==> src/rtl/grf_scoreboard_if.sv <==
// Decode-side bundle between the D stage and the hazard scoreboard.
// The decoder drives the master side; the scoreboard is the slave side.
interface grf_scoreboard_if #(
  parameter int unsigned CNT_W = 32
);
  logic             id_valid;
  logic [4:0]       id_rs;
  logic [4:0]       id_rt;
  logic [1:0]       id_tuse_rs;
  logic [1:0]       id_tuse_rt;
  logic [4:0]       id_rd;
  logic [1:0]       id_tnew;
  logic             stall;
  logic [1:0]       rs_stage;
  logic [1:0]       rt_stage;
  logic             rs_ready;
  logic             rt_ready;
  logic [CNT_W-1:0] stall_cnt;

  modport master (
    output id_valid, id_rs, id_rt, id_tuse_rs, id_tuse_rt, id_rd, id_tnew,
    input  stall, rs_stage, rt_stage, rs_ready, rt_ready, stall_cnt
  );

  modport slave (
    input  id_valid, id_rs, id_rt, id_tuse_rs, id_tuse_rt, id_rd, id_tnew,
    output stall, rs_stage, rt_stage, rs_ready, rt_ready, stall_cnt
  );
endinterface

==> src/rtl/grf_scoreboard.sv <==
// Register-file hazard scoreboard: tracks the newest in-flight writer and its
// remaining Tnew per GPR, raises stall against decode Tuse, reports bypass source.
module grf_scoreboard #(
  parameter int unsigned CNT_W = 32
) (
  input  logic              clk,
  input  logic              rst,
  grf_scoreboard_if.slave   sb
);

  localparam int unsigned NREG = 32;

  logic [1:0]       r_stg [NREG];
  logic [1:0]       r_tn  [NREG];
  logic [CNT_W-1:0] r_stall_cnt;

  logic [1:0] w_rs_stage;
  logic [1:0] w_rt_stage;
  logic       w_rs_ready;
  logic       w_rt_ready;
  logic       w_haz_rs;
  logic       w_haz_rt;
  logic       w_stall;
  logic       w_issue;

  // Source lookup and hazard detection; r0 is never tracked.
  always_comb begin
    w_rs_stage = 2'd0;
    w_rt_stage = 2'd0;
    if (sb.id_rs != 5'd0) w_rs_stage = r_stg[sb.id_rs];
    if (sb.id_rt != 5'd0) w_rt_stage = r_stg[sb.id_rt];
    w_rs_ready = (w_rs_stage == 2'd0) || (r_tn[sb.id_rs] == 2'd0);
    w_rt_ready = (w_rt_stage == 2'd0) || (r_tn[sb.id_rt] == 2'd0);
    w_haz_rs   = sb.id_valid && (w_rs_stage != 2'd0) && (r_tn[sb.id_rs] > sb.id_tuse_rs);
    w_haz_rt   = sb.id_valid && (w_rt_stage != 2'd0) && (r_tn[sb.id_rt] > sb.id_tuse_rt);
    w_stall    = w_haz_rs || w_haz_rt;
    w_issue    = sb.id_valid && !w_stall && (sb.id_rd != 5'd0);
  end

  // Every entry advances one stage per cycle; a new issue overrides the older writer.
  always_ff @(posedge clk) begin
    if (rst) begin
      for (int r = 0; r < int'(NREG); r++) begin
        r_stg[r] <= 2'd0;
        r_tn[r]  <= 2'd0;
      end
      r_stall_cnt <= '0;
    end else begin
      for (int r = 1; r < int'(NREG); r++) begin
        if (w_issue && (sb.id_rd == 5'(r))) begin
          r_stg[r] <= 2'd1;
          r_tn[r]  <= sb.id_tnew;
        end else begin
          r_stg[r] <= ((r_stg[r] == 2'd0) || (r_stg[r] == 2'd3)) ? 2'd0 : r_stg[r] + 2'd1;
          r_tn[r]  <= (r_tn[r] == 2'd0) ? 2'd0 : r_tn[r] - 2'd1;
        end
      end
      r_stg[0] <= 2'd0;
      r_tn[0]  <= 2'd0;
      if (w_stall && (r_stall_cnt != {CNT_W{1'b1}})) r_stall_cnt <= r_stall_cnt + CNT_W'(1);
    end
  end

  assign sb.stall     = w_stall;
  assign sb.rs_stage  = w_rs_stage;
  assign sb.rt_stage  = w_rt_stage;
  assign sb.rs_ready  = w_rs_ready;
  assign sb.rt_ready  = w_rt_ready;
  assign sb.stall_cnt = r_stall_cnt;

endmodule

==> src/flat_wrapper.sv <==
// flat-port wrapper written by rule: the top's interface ports become plain ports
module grf_scoreboard_flat 
#(
  parameter int unsigned CNT_W = 32
)
  (clk, rst, sb_id_valid, sb_id_rs, sb_id_rt, sb_id_tuse_rs, sb_id_tuse_rt, sb_id_rd, sb_id_tnew, sb_stall, sb_rs_stage, sb_rt_stage, sb_rs_ready, sb_rt_ready, sb_stall_cnt);
  grf_scoreboard_if #(.CNT_W(CNT_W)) sb_i ();
  input  logic clk;
  input  logic rst;
  input wire logic [$bits(sb_i.id_valid)-1:0] sb_id_valid;
  input wire logic [$bits(sb_i.id_rs)-1:0] sb_id_rs;
  input wire logic [$bits(sb_i.id_rt)-1:0] sb_id_rt;
  input wire logic [$bits(sb_i.id_tuse_rs)-1:0] sb_id_tuse_rs;
  input wire logic [$bits(sb_i.id_tuse_rt)-1:0] sb_id_tuse_rt;
  input wire logic [$bits(sb_i.id_rd)-1:0] sb_id_rd;
  input wire logic [$bits(sb_i.id_tnew)-1:0] sb_id_tnew;
  output wire logic [$bits(sb_i.stall)-1:0] sb_stall;
  output wire logic [$bits(sb_i.rs_stage)-1:0] sb_rs_stage;
  output wire logic [$bits(sb_i.rt_stage)-1:0] sb_rt_stage;
  output wire logic [$bits(sb_i.rs_ready)-1:0] sb_rs_ready;
  output wire logic [$bits(sb_i.rt_ready)-1:0] sb_rt_ready;
  output wire logic [$bits(sb_i.stall_cnt)-1:0] sb_stall_cnt;
  assign sb_i.id_valid = sb_id_valid;
  assign sb_i.id_rs = sb_id_rs;
  assign sb_i.id_rt = sb_id_rt;
  assign sb_i.id_tuse_rs = sb_id_tuse_rs;
  assign sb_i.id_tuse_rt = sb_id_tuse_rt;
  assign sb_i.id_rd = sb_id_rd;
  assign sb_i.id_tnew = sb_id_tnew;
  assign sb_stall = sb_i.stall;
  assign sb_rs_stage = sb_i.rs_stage;
  assign sb_rt_stage = sb_i.rt_stage;
  assign sb_rs_ready = sb_i.rs_ready;
  assign sb_rt_ready = sb_i.rt_ready;
  assign sb_stall_cnt = sb_i.stall_cnt;
  grf_scoreboard #(.CNT_W(CNT_W)) u_core (.clk(clk), .rst(rst), .sb(sb_i));
endmodule
==> config.mk <==
export PLATFORM = sky130hd
export DESIGN_NAME = grf_scoreboard_flat
export DESIGN_NICKNAME = d
export VERILOG_FILES = /design/src/rtl/grf_scoreboard_if.sv /design/src/rtl/grf_scoreboard.sv /design/src/flat_wrapper.sv
export SDC_FILE = /design/constraint.sdc
export NUM_CORES = 1
export LEC_CHECK = 0
export CAP_MARGIN = 15
export CORE_MARGIN = 8
export CORE_UTILIZATION = 60
export DETAILED_ROUTE_END_ITERATION = 10
export PLACE_DENSITY = 0.81
export SYNTH_ARGS = -nofsm -noshare
export SYNTH_HDL_FRONTEND = slang
export SYNTH_SLANG_ARGS = --single-unit
==> constraint.sdc <==
create_clock -name clk -period 7.7 [get_ports clk]
set_input_delay 1.54 -clock clk [delete_from_list [all_inputs] [get_ports clk]]
set_output_delay 1.54 -clock clk [all_outputs]
set_load 0.05 [all_outputs]
==> flow_summary.yaml, run 1 <==
routing:
  firstDrtPassIters: 5
  wl_per_cell_um: 19.5
  drc: 0
  ant_nets: 0
  drt_iter0_markers: 648
  viasPerCell: 5.96
  vias: 7168
  drt_wl_total_um: 23500
synthesis:
  ys_async_sr_fraction_pct: 0
  ys_ff_latch: 156
  synthFlopType: "dfxtp_1"
  synthDistinctLibCells: 60
  synthAdderAreaFrac_pct: 4.69
  synth_compound_area_share_pct: 7.30
  synth_warnings: 0
  syn_inst: 876
  synth_top_family_by_area: "multiplexers"
  synth_mux_area_share_pct: 22.1
  syn_area_per_cell_um2: 11.0
  yosys.area.top_type: "edfxtp_1"
  syn_area_mm2: 0.00960
  synth_xor_area_share_pct: 2.28
  netlist.area_leader.share_pct: 21.3
  yosys.area_share.simple_pct: 18.7
  yosysSeqAreaShare_pct: 39.6
  synthTopCellsByArea: "edfxtp_1 21%, dfxtp_1 18%, mux4_2 11%, mux2i_1 9.3%, ha_1 4.7%"
  synth-edff-count: 68
timing:
  fin_crit_sh_pct: 86.4
  max_freq_ghz: 0.150
  rsz0062_at_grt: "no"
  setup_tns_ns: 0
  finalMaxSlewViolations: 0
  setup_viol: 0
  skew_ns: 0.00897
  finalWorstSetupSlack_ns: 1.05
  hold_viol: 0
  worstMarginPinSlew_ns: 1.09
  min_period_ns: 6.65
  slew_headroom_pct: 27.1
worst_hold_path:
  hp-class: "flip-flop to flip-flop"
clock_network:
  hold_buffers: 0
  cts_buffers: 17
  cts_resized: 0
  cts_tree: "built"
  clk_pin_slew_ns: 0.06
  cts_buffer_depth: 2
  cts_root_buf: "clkbuf_16"
  clk_latency_ns: 0.43
  clock_sinks: 156
  htreeDepth: 4
  post_cts_buffers: 0
placement:
  placed_area_mm2: 0.0105
  io_buffer_count: 62
  routabilityCongestion: 0.877
  place_ws_ns: 1.10
  hpwl_um: 17100
global_route:
  grt_pass1_vias: 7140
  grt_pass1_wl_um: 37600
  antenna_found_initial: 0
  overflow: 0
  grt_max_degree: 90
  grt_usage_pct: 24.0
finish:
  stdcell_area_mm2: 0.0110
  num-nets-final: 1034
  drive_gt1_share_pct: 16.9
  final_common_cell: "mux2i_1"
  layout_common_cells: "89 x mux2i_1, 88 x dfxtp_1, 68 x edfxtp_1, 68 x conb_1, 65 x nor2_1"
  n_antenna_cell: 0
  area_growth_pct: 15.0
  fin_util_pct: 70.0
floorplanning:
  die_x_um: 142
  num_io_pins: 63
  core_area_mm2: 0.0158
  fp.dieArea_mm2: 0.0203
  die_y_um: 142
  start_util_pct: 60.9
  rows: 46
power:
  peakVddDrop_uv: 145
  power_density_mw_per_mm2: 182
  p_leak_nw: 4.00
setup_path:
  start_kind: "primary input"
  crit_arrival_ns: 5.11
  cpMaxStageDelayCell: "clkdlybuf4s50_1"
  cp_top_family: "buffers and inverters"
  r2r_slack_ns: 3.36
  worst_ep_required_time_ns: 6.16
  worst-path-buf-inv: 4
  crit_type: "primary input to primary output"
  path_cells: "clkdlybuf4s50_1, buf_4, mux4_2, mux4_2, mux2i_1, inv_1, ha_1, nor2b_1, o21ai_0, o22a_1, nor2b_1, buf_4"
  end_kind: "primary output"
  cp_max_fo: 20
  max_stage_delay_ns: 1.11
run_status:
  status: "complete, no violations"
run:
  cap_violations: 0
worst reg2reg max path, cell delays in order (launching register included):
cell,delay (ns)
edfxtp_1,0.45
mux4_2,0.54
mux4_2,0.48
mux2i_1,0.19
inv_1,0.07
ha_1,0.28
nor2b_1,0.13
o21ai_0,0.17
o22a_1,0.25
buf_4,0.38
or3b_1,0.70
nor2_4,0.30
mux2i_1,0.10
cell type report:
cell class                      instances  area, um2
Multi-Input combinational cell        679       5540
Fill cell                            1214       4740
Sequential cell                       156       3800
Timing Repair Buffer                   70        666
Clock buffer                           21        474
Tap cell                              216        270
Inverter                               50        188
Clock inverter                         11       92.6
Yosys cell counts (all sizes together), types with 7 or more instances:
library cell  number
mux2i             89
nor3b              9
inv               50
nor2              72
buf               24
clkbuf            34
dfxtp             88
and2               7
nor2b             20
edfxtp            68
nand3b            29
nand3             19
nand2b             8
o21ba             25
nand2             23
xnor2             25
or2                8
or3b              25
mux2              17
nor3              50
ha                36
o21ai              7
o22ai              8
nand4             10
a21oi             17
and3               7
mux4              46
through the flow:
stage / power [mW] / std cells / hold slack [ns]
final: 2.01 / 1203 / 0.503
after global routing: 2.08 / 1203 / 0.528
after CTS: 2.02 / 1203 / 0.503
after detailed placement: 1.21 / 1171 / 0.487
after global placement: 1.21 / 1171 / 0.488
after floorplan: 1.14 / 943 / 0.459
registers in the layout, summed over array words and instances (netlist names):
signal / flops
u_core.sb.stall_cnt: 32
u_core.r_tn: 62
u_core.r_stg: 62
worst paths after layout:
| kind | end | start | cells past startpoint |
|---|---|---|---|
| setup / recovery | sb_stall | sb_id_rs[1] | 12 |
| hold / removal | u_core.sb.stall_cnt[26] | u_core.sb.stall_cnt[26] | 2 |
| setup reg to reg | u_core.r_tn[1][1] | u_core.r_tn[7][1] | 12 |
| hold reg to reg | u_core.sb.stall_cnt[26] | u_core.sb.stall_cnt[26] | 2 |
logic make-up (layout without fill, tap and decap cells):
| kind of cell | after synthesis | in the layout |
|---|---|---|
| other cells | 1 | 68 |
| compound gates | 90 | 90 |
| xor+xnor | 25 | 25 |
| flops | 156 | 156 |
| mux | 152 | 152 |
| simple gates | 308 | 308 |
| fa+ha+maj | 36 | 36 |
| buf+inv | 108 | 152 |
power by group:
| part | leakage (nW) | internal, mW | switching (mW) |
|---|---|---|---|
| combinational | 2.31 | 0.114 | 0.165 |
| clock | 0.280 | 0.471 | 0.337 |
| sequential | 1.41 | 0.895 | 0.0260 |
metal layers:
layer	global-route usage (%)	up-vias	share of wire [%]
met3	5.54	34	7.0
met1	30.3	3506	42
met5	0	-	0
met2	39.6	256	49
met4	8.11	0	1.7
li1	-	3372	-
(Power assumes the default switching activity.)
==> inputs of run 2 (changes only) <==
--- a/config.mk
+++ b/config.mk
@@ -7,9 +7,8 @@
 export LEC_CHECK = 0
 export CAP_MARGIN = 15
 export CORE_MARGIN = 8
-export CORE_UTILIZATION = 60
+export CORE_UTILIZATION = 40
 export DETAILED_ROUTE_END_ITERATION = 10
-export PLACE_DENSITY = 0.81
 export SYNTH_ARGS = -nofsm -noshare
 export SYNTH_HDL_FRONTEND = slang
 export SYNTH_SLANG_ARGS = --single-unit
==> run 2 against run 1 <==
  * Design area grew 2.0%
  * Maximum frequency rose by 2.0%
  * Global-route usage shrank 6.4 points
  * Sequential cell count is the same
  * Wire length rose by 6.3%
  * Final cell count increased by 8.7%
  * Register-to-register slack lost 0.04 ns
  * Total power rose by 4.3%
  * Clock power is 10% higher
  * Clock skew is 0.0020 ns higher
  * Combinational power about the same
  * Worst setup slack better by 0.13 ns
  * Largest power group unchanged
==> flow_summary.yaml, run 2 (same netlist as run 1, synthesis figures left out) <==
run_status:
  status: "complete, no violations"
finish:
  final_common_cell: "mux2i_1"
  n_antenna_cell: 0
  stdcell_area_mm2: 0.0112
  seqCellArea_mm2: 0.00380
  stdcell_count: 1308
  layout_common_cells: "89 x mux2i_1, 88 x dfxtp_1, 68 x edfxtp_1, 68 x conb_1, 65 x nor2_1"
  area_growth_pct: 17.2
  fill_cells: 2204
  multi_input_area_mm2: 0.00554
  num-nets-final: 1036
  drive_gt1_share_pct: 17.0
setup_path:
  worstSetupStartpoint: "sb_id_rt[1]"
  reg2regPathDepth: 12
  critical_path.endpoint: "sb_stall"
  worst_ep_required_time_ns: 6.16
  worst-path-buf-inv: 4
  cp_top_family: "buffers and inverters"
  start_kind: "primary input"
  cpMaxStageDelayCell: "clkdlybuf4s50_1"
  max_stage_delay_ns: 0.92
  worst_r2r_startpoint: "u_core.r_tn[8][1]"
  crit_type: "primary input to primary output"
  r2r_slack_ns: 3.32
  path_cells: "clkdlybuf4s50_1, buf_4, mux4_2, mux4_2, mux2i_1, inv_1, ha_1, nor2b_1, o21ai_0, o22a_1, nor2b_1, buf_4"
  cp.depth: 12
  cp_max_fo: 16
  r2r_end: "u_core.r_tn[17][1]"
  end_kind: "primary output"
  crit_arrival_ns: 4.98
floorplanning:
  die_x_um: 171
  num_io_pins: 63
  die_y_um: 171
  core_area_mm2: 0.0235
  rows: 56
  fp.dieArea_mm2: 0.0292
  start_util_pct: 40.8
global_route:
  grt_usage_pct: 17.6
  antenna_found_initial: 0
  grt_max_degree: 84
  grt_pass1_wl_um: 39500
  grt_pass1_vias: 7111
  overflow: 0
placement:
  io_buffer_count: 62
  hpwl_um: 18300
  place_ws_ns: 1.21
  placed_area_mm2: 0.0106
  routabilityCongestion: 0.853
  dp_cells: 1276
clock_network:
  cts_buffer_depth: 2
  cts_buffers: 17
  cts_root_buf: "clkbuf_16"
  hold_buffers: 0
  clk_pin_slew_ns: 0.06
  htreeDepth: 4
  cts_resized: 0
  post_cts_buffers: 0
  cts_tree: "built"
  clk_latency_ns: 0.43
  clock_sinks: 156
timing:
  setup_viol: 0
  skew_ns: 0.0109
  setup_tns_ns: 0
  holdWs_ns: 0.499
  min_period_ns: 6.52
  max_freq_ghz: 0.153
  hold_viol: 0
  rsz0062_at_grt: "no"
  finalWorstSetupSlack_ns: 1.18
  finalMaxSlewViolations: 0
  slew_headroom_pct: 46.9
  worstMarginPinSlew_ns: 0.797
  fin_crit_sh_pct: 84.7
routing:
  ant_nets: 0
  drt_wl_total_um: 25000
  dr.max_layer_used: "met4"
  drt_iter0_markers: 477
  viasPerCell: 5.40
  wl_per_cell_um: 19.1
  firstDrtPassIters: 5
  dr_wl_met2_um: 11500
  wl_met1_um: 11500
  vias: 7061
  drc: 0
  routed-wl-met3_um: 1600
worst_hold_path:
  hold_depth: 2
  hold_start: "u_core.r_tn[25][1]"
  hp-class: "flip-flop to flip-flop"
power:
  p_leak_nw: 4.04
  peakVddDrop_uv: 120
  power_density_mw_per_mm2: 186
run:
  cap_violations: 0
-- run 2: tightest hold or removal path: stages, from the launching register on --
cell	delay, ns
dfxtp_1	0.33
nand3_1	0.07
a21oi_1	0.05
-- run 2: how the worst min path moves through the flow --
stage / end / slack, ns
floorplan: u_core.r_tn[25][1] / 0.46
global placement: u_core.r_tn[25][1] / 0.49
detailed placement: u_core.r_tn[25][1] / 0.49
CTS: u_core.r_tn[25][1] / 0.50
global route: u_core.r_tn[25][1] / 0.54
finish: u_core.r_tn[25][1] / 0.50
-- run 2: layer usage --
layer  track usage [%]  vias to the layer above
li1                  -                     3371
met1              23.2                     3436
met2              28.4                      224
met3              3.80                       30
met4              5.48                        0
met5                 0                        -
-- run 2: power by group --
part / internal, mW / switching [mW] / total [mW]
clock network: 0.527 / 0.363 / 0.890
logic: 0.115 / 0.167 / 0.281
registers: 0.895 / 0.0283 / 0.923
-- run 2: cell type report --
class	count	area share, %
clock buffer	24	4.76
clock inverter	8	0.801
inverter	50	1.67
multi-input combinational	679	49.2
sequential	156	33.8
tap	319	3.55
timing repair buffer	72	6.16
-- run 2: per-stage QoR --
step	util (%)	total power [mW]
finish	47.8	2.09
global route	47.8	2.17
CTS	47.8	2.11
detailed placement	45.1	1.22
global placement	45.1	1.22
floorplan	-	1.14
==> inputs of run 3 (changes only) <==
==> constraint.sdc (replaced) <==
create_clock -name clk -period 6.3 [get_ports clk]
set_input_delay 1.26 -clock clk [delete_from_list [all_inputs] [get_ports clk]]
set_output_delay 1.26 -clock clk [all_outputs]
set_load 0.05 [all_outputs]
==> run 3 against run 2 <==
  * First-iteration DRC count grew 2.3%
  * Largest power group unchanged
  * Via count rose by 0.18%
  * Utilization about the same
  * Die area unchanged
  * Sequential share of layout area is essentially flat
  * Clock power is 15% higher
==> flow_summary.yaml, run 3 (same netlist as run 1, synthesis figures left out) <==
placement:
  hpwl_um: 18700
  routabilityCongestion: 0.870
  io_buffer_count: 62
setup_path:
  start_kind: "primary input"
  worstSetupStartpoint: "sb_id_rt[1]"
  worst_r2r_startpoint: "u_core.r_tn[17][1]"
  end_kind: "primary output"
  crit_arrival_ns: 4.43
  worst_ep_required_time_ns: 5.04
  crit_type: "primary input to primary output"
  cp_max_fo: 9
timing:
  rsz0062_at_grt: "no"
  finalMaxSlewViolations: 0
  skew_ns: 0.00769
  slew_headroom_pct: 39.8
  min_period_ns: 5.69
  worstMarginPinSlew_ns: 0.903
  max_freq_ghz: 0.176
  hold_viol: 0
  setup_viol: 0
  fin_crit_sh_pct: 90.3
  setup_tns_ns: 0
power:
  power_frac_comb_pct: 14.2
  peakVddDrop_uv: 122
  seqPwrFrac_pct: 45.2
  power_frac_clock_pct: 40.7
  power_mw: 2.50
  p_int_mw: 1.82
  switching_power_uw: 670
  p_leak_nw: 4.05
  switching_share_pct: 26.9
  power_density_mw_per_mm2: 222
routing:
  viasPerCell: 5.40
  drc: 0
  vias: 7074
  drt_iter0_markers: 488
  firstDrtPassIters: 5
  wl_per_cell_um: 19.3
  ant_nets: 0
  drt_wl_total_um: 25300
floorplanning:
  start_util_pct: 40.8
  die_y_um: 171
  num_io_pins: 63
  rows: 56
  die_x_um: 171
  fp.dieArea_mm2: 0.0292
  core_area_mm2: 0.0235
clock_network:
  cts_tree: "built"
  clk_pin_slew_ns: 0.06
  post_cts_buffers: 0
  clock_sinks: 156
  cts_resized: 0
  cts_buffers: 17
  clk_latency_ns: 0.42
  hold_buffers: 0
  cts_buffer_depth: 2
  htreeDepth: 4
  cts_root_buf: "clkbuf_16"
finish:
  n_antenna_cell: 0
  layout_common_cells: "89 x mux2i_1, 88 x dfxtp_1, 68 x edfxtp_1, 68 x conb_1, 65 x nor2_1"
  drive_gt1_share_pct: 17.5
  num-nets-final: 1039
  final_common_cell: "mux2i_1"
  fill_cells: 2241
  area_growth_pct: 17.2
global_route:
  antenna_found_initial: 0
  grt_pass1_wl_um: 40000
  overflow: 0
  grt_max_degree: 97
  grt_pass1_vias: 6993
  grt_usage_pct: 17.8
worst_hold_path:
  hold_start: "u_core.sb.stall_cnt[26]"
  hp-class: "flip-flop to flip-flop"
run:
  cap_violations: 0
run_status:
  status: "complete, no violations"
==> run 3: area by class of cell <==
class	instances	area [um2]	area share, %
multi-input cells	679	5540	49.3
flip-flops and latches	156	3800	33.8
well taps	319	399	3.55
clock inverters	11	104	0.924
inverters	50	188	1.67
clock buffers	21	472	4.19
repair buffers	75	736	6.54
==> run 3: path summary, 6_finish.rpt <==
kind         cells past startpoint  slack (ns)                 endpoint
max                             11        0.61                 sb_stall
min                              2        0.50  u_core.sb.stall_cnt[26]
max reg2reg                     12        2.17       u_core.r_tn[17][0]
min reg2reg                      2        0.50  u_core.sb.stall_cnt[26]
==> run 3: through the flow <==
step | utilization [%] | cells | hold WS, ns | cell area, um2 | setup slack (ns)
6_report | 47.8 | 1311 | 0.499 | 11200 | 0.613
5_1_grt | 47.8 | 1311 | 0.538 | 11200 | 0.425
4_1_cts | 47.8 | 1311 | 0.504 | 11200 | 0.623
3_5_place_dp | 45.3 | 1279 | 0.488 | 10700 | 0.547
3_3_place_gp | 45.3 | 1279 | 0.497 | 10700 | 0.626
2_1_floorplan | - | 943 | 0.459 | 9850 | 0.0691
==> run 3: metal layers <==
layer  vias to the layer above  wire length (um)  global-route usage [%]
li1                       3377                 -                       -
met1                      3444             11800                    24.3
met2                       218             11500                    28.3
met3                        35              1490                    3.46
met4                         0               477                    5.03
met5                         -                 0                       0
==> run 3: worst max-delay path: stages <==
cell             delay [ns]
clkdlybuf4s50_1        0.76
mux4_2                 0.57
mux4_2                 0.47
mux2i_1                0.20
inv_1                  0.06
ha_1                   0.28
nor2b_1                0.13
o21ai_0                0.16
o22a_1                 0.26
nor2b_2                0.06
buf_4                  0.19
==> run 3: power groups by stage <==
stage / clock [mW] / sequential, mW / combinational (mW)
after detailed placement: 0 / 1.15 / 0.352
after floorplan: 0 / 1.14 / 0.255
after global routing: 1.08 / 1.13 / 0.382
after global placement: 0 / 1.15 / 0.349
final: 1.02 / 1.13 / 0.353
after CTS: 1.04 / 1.13 / 0.353
